<file path="config.mk">
export PLATFORM = sky130hd
export DESIGN_NAME = cve2_data_bus_arbiter
export DESIGN_NICKNAME = d
export VERILOG_FILES = /design/src/rtl/cve2_data_bus_arbiter.sv
export SDC_FILE = /design/constraint.sdc
export NUM_CORES = 1
export LEC_CHECK = 0
export CAP_MARGIN = 20
export CORE_AREA = 2 2 112 114
export CTS_BUF_LIST = sky130_fd_sc_hd__clkbuf_16
export CTS_CLUSTER_DIAMETER = 40
export DETAILED_ROUTE_END_ITERATION = 8
export DIE_AREA = 0 0 114 116
export GPL_TIMING_DRIVEN = 0
export PLACE_DENSITY_LB_ADDON = 0.12
export SLEW_MARGIN = 20
export SYNTH_ARGS = -nofsm -noshare
export SYNTH_HDL_FRONTEND = slang
export SYNTH_SLANG_ARGS = --single-unit
</file>
<file path="constraint.sdc">
create_clock -name clk_i -period 4.3 [get_ports clk_i]
set_input_delay 0.43 -clock clk_i [delete_from_list [all_inputs] [get_ports clk_i]]
set_output_delay 0.43 -clock clk_i [all_outputs]
set_load 0.02 [all_outputs]
</file>
<file path="src/rtl/cve2_data_bus_arbiter.sv">
// Two-host to one-device data bus arbiter (req/gnt/rvalid).
// Hosts share one device port. A stalled request holds the port
// until it is granted. A small ID FIFO records the granting host so
// that in-order responses are routed back to the host that issued them.
//
// Handshake semantics: on every interface a request is accepted in the
// cycle where req and gnt are both high. The requester keeps req,
// address and controls stable until that cycle. Each accepted request
// produces exactly one rvalid cycle later, and responses return in order.
// rvalid is never back-pressured.
module cve2_data_bus_arbiter #(
  parameter int MaxOutstanding = 2
) (
  input  logic        clk_i,
  input  logic        rst_ni,
  input  logic        h0_req_i,
  input  logic        h1_req_i,
  output logic        h0_gnt_o,
  output logic        h1_gnt_o,
  output logic        h0_rvalid_o,
  output logic        h1_rvalid_o,
  input  logic [31:0] h0_addr_i,
  input  logic [31:0] h1_addr_i,
  input  logic        h0_we_i,
  input  logic        h1_we_i,
  input  logic [3:0]  h0_be_i,
  input  logic [3:0]  h1_be_i,
  input  logic [31:0] h0_wdata_i,
  input  logic [31:0] h1_wdata_i,
  output logic [31:0] h_rdata_o,
  output logic        h_err_o,
  output logic        data_req_o,
  input  logic        data_gnt_i,
  input  logic        data_rvalid_i,
  input  logic        data_err_i,
  output logic [31:0] data_addr_o,
  output logic        data_we_o,
  output logic [3:0]  data_be_o,
  output logic [31:0] data_wdata_o,
  input  logic [31:0] data_rdata_i,
  output logic [2:0]  outstanding_o,
  output logic        busy_o,
  output logic        spurious_rsp_o
);

  localparam logic [2:0] MaxCnt  = 3'(MaxOutstanding);
  localparam logic [1:0] PtrLast = 2'(MaxOutstanding - 1);

  // Arbitration state.
  logic       r_rr;       // host favoured on the next two-way contention
  logic       r_lock;     // a request was presented but not yet granted
  logic       r_lock_id;  // host owning the stalled request
  // Response routing state. The ID FIFO is sized for the largest legal depth.
  // Only entries below MaxOutstanding are addressed.
  logic [3:0] r_fifo;
  logic [1:0] r_wptr;
  logic [1:0] r_rptr;
  logic [2:0] r_count;

  logic w_sel;
  logic w_sel_req;
  logic w_full;
  logic w_hs;
  logic w_pop;
  logic w_head;

  function automatic logic [1:0] ptr_inc(input logic [1:0] p);
    return (p == PtrLast) ? 2'd0 : p + 2'd1;
  endfunction

  // Host selection: a stalled request keeps the port. Otherwise a lone
  // requester wins, and a tie goes to the round-robin favourite.
  always_comb begin
    w_sel = 1'b0;
    if (r_lock) begin
      w_sel = r_lock_id;
    end else if (h0_req_i && !h1_req_i) begin
      w_sel = 1'b0;
    end else if (h1_req_i && !h0_req_i) begin
      w_sel = 1'b1;
    end else if (h0_req_i && h1_req_i) begin
      w_sel = r_rr;
    end
  end

  // Device-side request and payload mux. Fullness comes from the registered
  // count only, so a response never combinationally enables a request.
  always_comb begin
    w_full       = (r_count == MaxCnt);
    w_sel_req    = w_sel ? h1_req_i : h0_req_i;
    data_req_o   = w_sel_req & ~w_full;
    data_addr_o  = w_sel ? h1_addr_i  : h0_addr_i;
    data_we_o    = w_sel ? h1_we_i    : h0_we_i;
    data_be_o    = w_sel ? h1_be_i    : h0_be_i;
    data_wdata_o = w_sel ? h1_wdata_i : h0_wdata_i;
    w_hs         = data_req_o & data_gnt_i;
    h0_gnt_o     = w_hs & ~w_sel;
    h1_gnt_o     = w_hs & w_sel;
  end

  // Response routing: pass data through and steer rvalid by the FIFO head.
  always_comb begin
    w_pop          = data_rvalid_i & (r_count != 3'd0);
    w_head         = r_fifo[r_rptr];
    h0_rvalid_o    = w_pop & ~w_head;
    h1_rvalid_o    = w_pop & w_head;
    h_rdata_o      = data_rdata_i;
    h_err_o        = data_err_i;
    spurious_rsp_o = data_rvalid_i & (r_count == 3'd0);
    outstanding_o  = r_count;
    busy_o         = (r_count != 3'd0) | r_lock;
  end

  // Lock and round-robin update. The lock is taken only while the device
  // actually sees a stalled request. A dropped request releases it.
  always_ff @(posedge clk_i or negedge rst_ni) begin
    if (!rst_ni) begin
      r_rr      <= 1'b0;
      r_lock    <= 1'b0;
      r_lock_id <= 1'b0;
    end else begin
      r_lock <= data_req_o & ~data_gnt_i;
      if (data_req_o && !data_gnt_i) begin
        r_lock_id <= w_sel;
      end
      if (w_hs) begin
        r_rr <= ~w_sel;
      end
    end
  end

  // ID FIFO: push the granted host on handshake, pop on each response.
  always_ff @(posedge clk_i or negedge rst_ni) begin
    if (!rst_ni) begin
      r_fifo  <= 4'd0;
      r_wptr  <= 2'd0;
      r_rptr  <= 2'd0;
      r_count <= 3'd0;
    end else begin
      if (w_hs) begin
        r_fifo[r_wptr] <= w_sel;
        r_wptr         <= ptr_inc(r_wptr);
      end
      if (w_pop) begin
        r_rptr <= ptr_inc(r_rptr);
      end
      case ({w_hs, w_pop})
        2'b10:   r_count <= r_count + 3'd1;
        2'b01:   r_count <= r_count - 3'd1;
        default: r_count <= r_count;
      endcase
    end
  end

endmodule
</file>
==> impl_metrics.toml <==
[final_layout]
final_cell_mix = "clkdlybuf4s50_1, mux2_2, buf_4"
fin_cells = 577
n_antenna_cell = 0
nFillCells = 1207
final_common_cell = "clkdlybuf4s50_1"
regArea_um2 = 350
areaGrowthSynthToFinish_pct = 158
drive_gt1_share_pct = 28.1
multi_input_area_um2 = 1120
fin_nets = 610

[logic_synthesis]
avgSynthCellArea_um2 = 10.4
synth_nets = 350
netlist_area_um2 = 1780
synth_top_area_cell = "mux2_2"
synth_area_leaders = "mux2_2, dfrtp_1, buf_4"
syn-instance-count = 171
async_flop_share_pct = 100
synth_cell_types = 25
synth_edf_count = 0
ys_seq_elements = 14
synth-warning-count = 0
netlist.area_leader.share_pct = 46.9
ys.flop_type = "dfrtp_1"
ys_seq_area_share_pct = 19.7

[clock_network]
clock_sinks = 14
cts_tree = "built"
cts_root_buffer = "clkbuf_16"
clk_pin_slew_ns = 0.04
ctsHoldBuffers = 0
cts_buffers = 3
insertion_delay_ns = 0.24
postCtsSetupBuffers = 0
clk_path_buf_depth = 2
ctsResizeCount = 0
h-tree-depth = 1

[timing]
rsz0062_at_grt = "no"
finalCriticalPeriod_ns = 3.22
drv_slew = 0
post-route-period-util_pct = 74.8
fin_skew_ns = 0.00559
tightest_slew_ns = 0.631
relSlewSlack_pct = 57.8
setup_violations = 0
max_freq_ghz = 0.311
finalSetupTns_ns = 0
hold_viol_final = 0

[placed_design]
gp_congestion = 0.747
dp.cells = 573
portBuffers = 255
hpwlAfterDp_um = 9400

[flow_run]
drv_cap = 0

[critical_path]
arrival_ns = 2.79
setup.worst_path.end_class = "output port"
r2r_start = "outstanding_o[0]$_DFFE_PN0P_"
critPathLaunchType = "primary input"
r2r_slack_ns = 2.03
worstSetupPathType = "primary input to output port"
cp-startpoint = "h1_req_i"
worstReg2RegEnd = "outstanding_o[2]$_DFFE_PN0P_"
cp.required_ns = 3.87
r2r_cells = 8
cp_max_fo = 10

[grt]
use_met3_pct = 5.28
grt_use_met2_pct = 25.3
antenna_found_initial = 0
use_met1_pct = 16.6
grt.total_usage_pct = 14.1
top_usage_layer = "met2"
grt_overflow = 0
grt_pass1_vias = 2292
grt_first_pass_wirelength_um = 13800
grt_max_degree = 15

[hold_path]
min_path_type = "register to register"
min-delay-start = "r_rr$_DFFE_PN0P_"
min_to = "r_rr$_DFFE_PN0P_"
hold_depth = 2

[floorplan]
io_pins = 289
floorplan.rows = 40
core_area_um2 = 11900
die_h_um = 116
die_area_um2 = 13200
die_w_um = 114
start_util_pct = 14.9

[drt]
drtIter0Drc = 37
dr.pass1.iters = 4
wl_per_cell_um = 18.4
detail-route-antenna-nets = 0
vias = 2232
route.detailed.drc = 0
routed_wl_um = 10600
viasPerCell = 3.87

[power_and_ir_drop]
swShare_pct = 39.6
p_clk_share_pct = 9.9
total_power_mw = 1.75
p_per_area_nw_per_um2 = 382
p_int_mw = 1.06
p_sw_mw = 0.695
seqPwrFrac_pct = 13.4
peakVddDrop_mv = 0.124
p_leak_nw = 1.82
combPwrFrac_pct = 76.8

[run_status]
status = "finished, final reports clean"
layout make-up:
class                      instances  area share [%]
sequential                        14            7.63
clock buffer                       3            1.63
tap                              147            4.01
inverter                           6           0.490
buffer                            41            6.27
multi-input combinational        110            24.3
timing repair buffer             255            55.6
clock inverter                     1          0.0817
power by group through the flow:
stage	clock, mW	combinational, mW	sequential [mW]
2_1_floorplan	0	0.729	0.243
3_3_place_gp	0	1.36	0.238
3_5_place_dp	0	1.36	0.240
4_1_cts	0.178	1.37	0.238
5_1_grt	0.184	1.43	0.245
6_report	0.173	1.35	0.234
stage by stage:
| step | util [%] | instance area (um2) | setup WS [ns] | hold slack, ns |
|---|---|---|---|---|
| floorplan | - | 1780 | 2.11 | 0.134 |
| global placement | 37.9 | 4510 | 1.07 | 0.459 |
| detailed placement | 37.9 | 4510 | 1.04 | 0.469 |
| CTS | 38.6 | 4590 | 1.03 | 0.479 |
| global route | 38.6 | 4590 | 0.918 | 0.523 |
| finish | 38.6 | 4590 | 1.08 | 0.472 |
cell usage after synthesis (2+ instances only):
master,instances
buf_2,8
mux2_2,74
xnor2_1,3
a21boi_0,2
nand2b_1,3
buf_4,33
xor2_1,2
nand2_1,3
nor3_1,5
dfrtp_1,14
inv_1,6
nor2_1,3
or3b_1,2
and2_1,2
worst max-delay path, cell delays in order:
cell and delay, ns:
clkdlybuf4s50_1 0.52, nand3b_1 0.11, nand2_1 0.17, buf_2 0.30, buf_2 0.31, mux2_2 0.37, clkdlybuf4s50_1 0.57
logic make-up after synthesis:
group / count (synthesis) / share of synthesized area [%]
muxes: 76 / 48.7
buffers and inverters: 47 / 17.5
and+or+nand+nor: 20 / 6.62
DFF: 14 / 19.7
AOI/OAI and AO/OA: 7 / 3.17
xor gates and xnor gates: 5 / 2.47
adders and majority gates: 2 / 1.83
metal layers:
layer  share of wire [%]  vias to the layer above
met5                   0                        -
met2                  51                      125
li1                    -                     1086
met3                  11                        2
met4                0.24                        0
met1                  38                     1019
sequential cells by signal, indices dropped and copies added, names as in the netlist:
signal and flops:
outstanding_o 3, r_lock_id 1, r_lock 1, r_fifo 4
r_wptr 2, r_rr 1, r_rptr 2
how the worst max path moves through the flow:
stage	endpoint	slack, ns	cells after the start
2_1_floorplan	outstanding_o[2]$_DFFE_PN0P_	2.11	8
3_3_place_gp	data_wdata_o[19]	1.07	7
3_5_place_dp	data_wdata_o[19]	1.04	7
4_1_cts	data_wdata_o[19]	1.03	7
5_1_grt	data_wdata_o[19]	0.92	7
6_report	data_wdata_o[19]	1.08	7
Note: power is estimated with default switching activity, not from simulation.
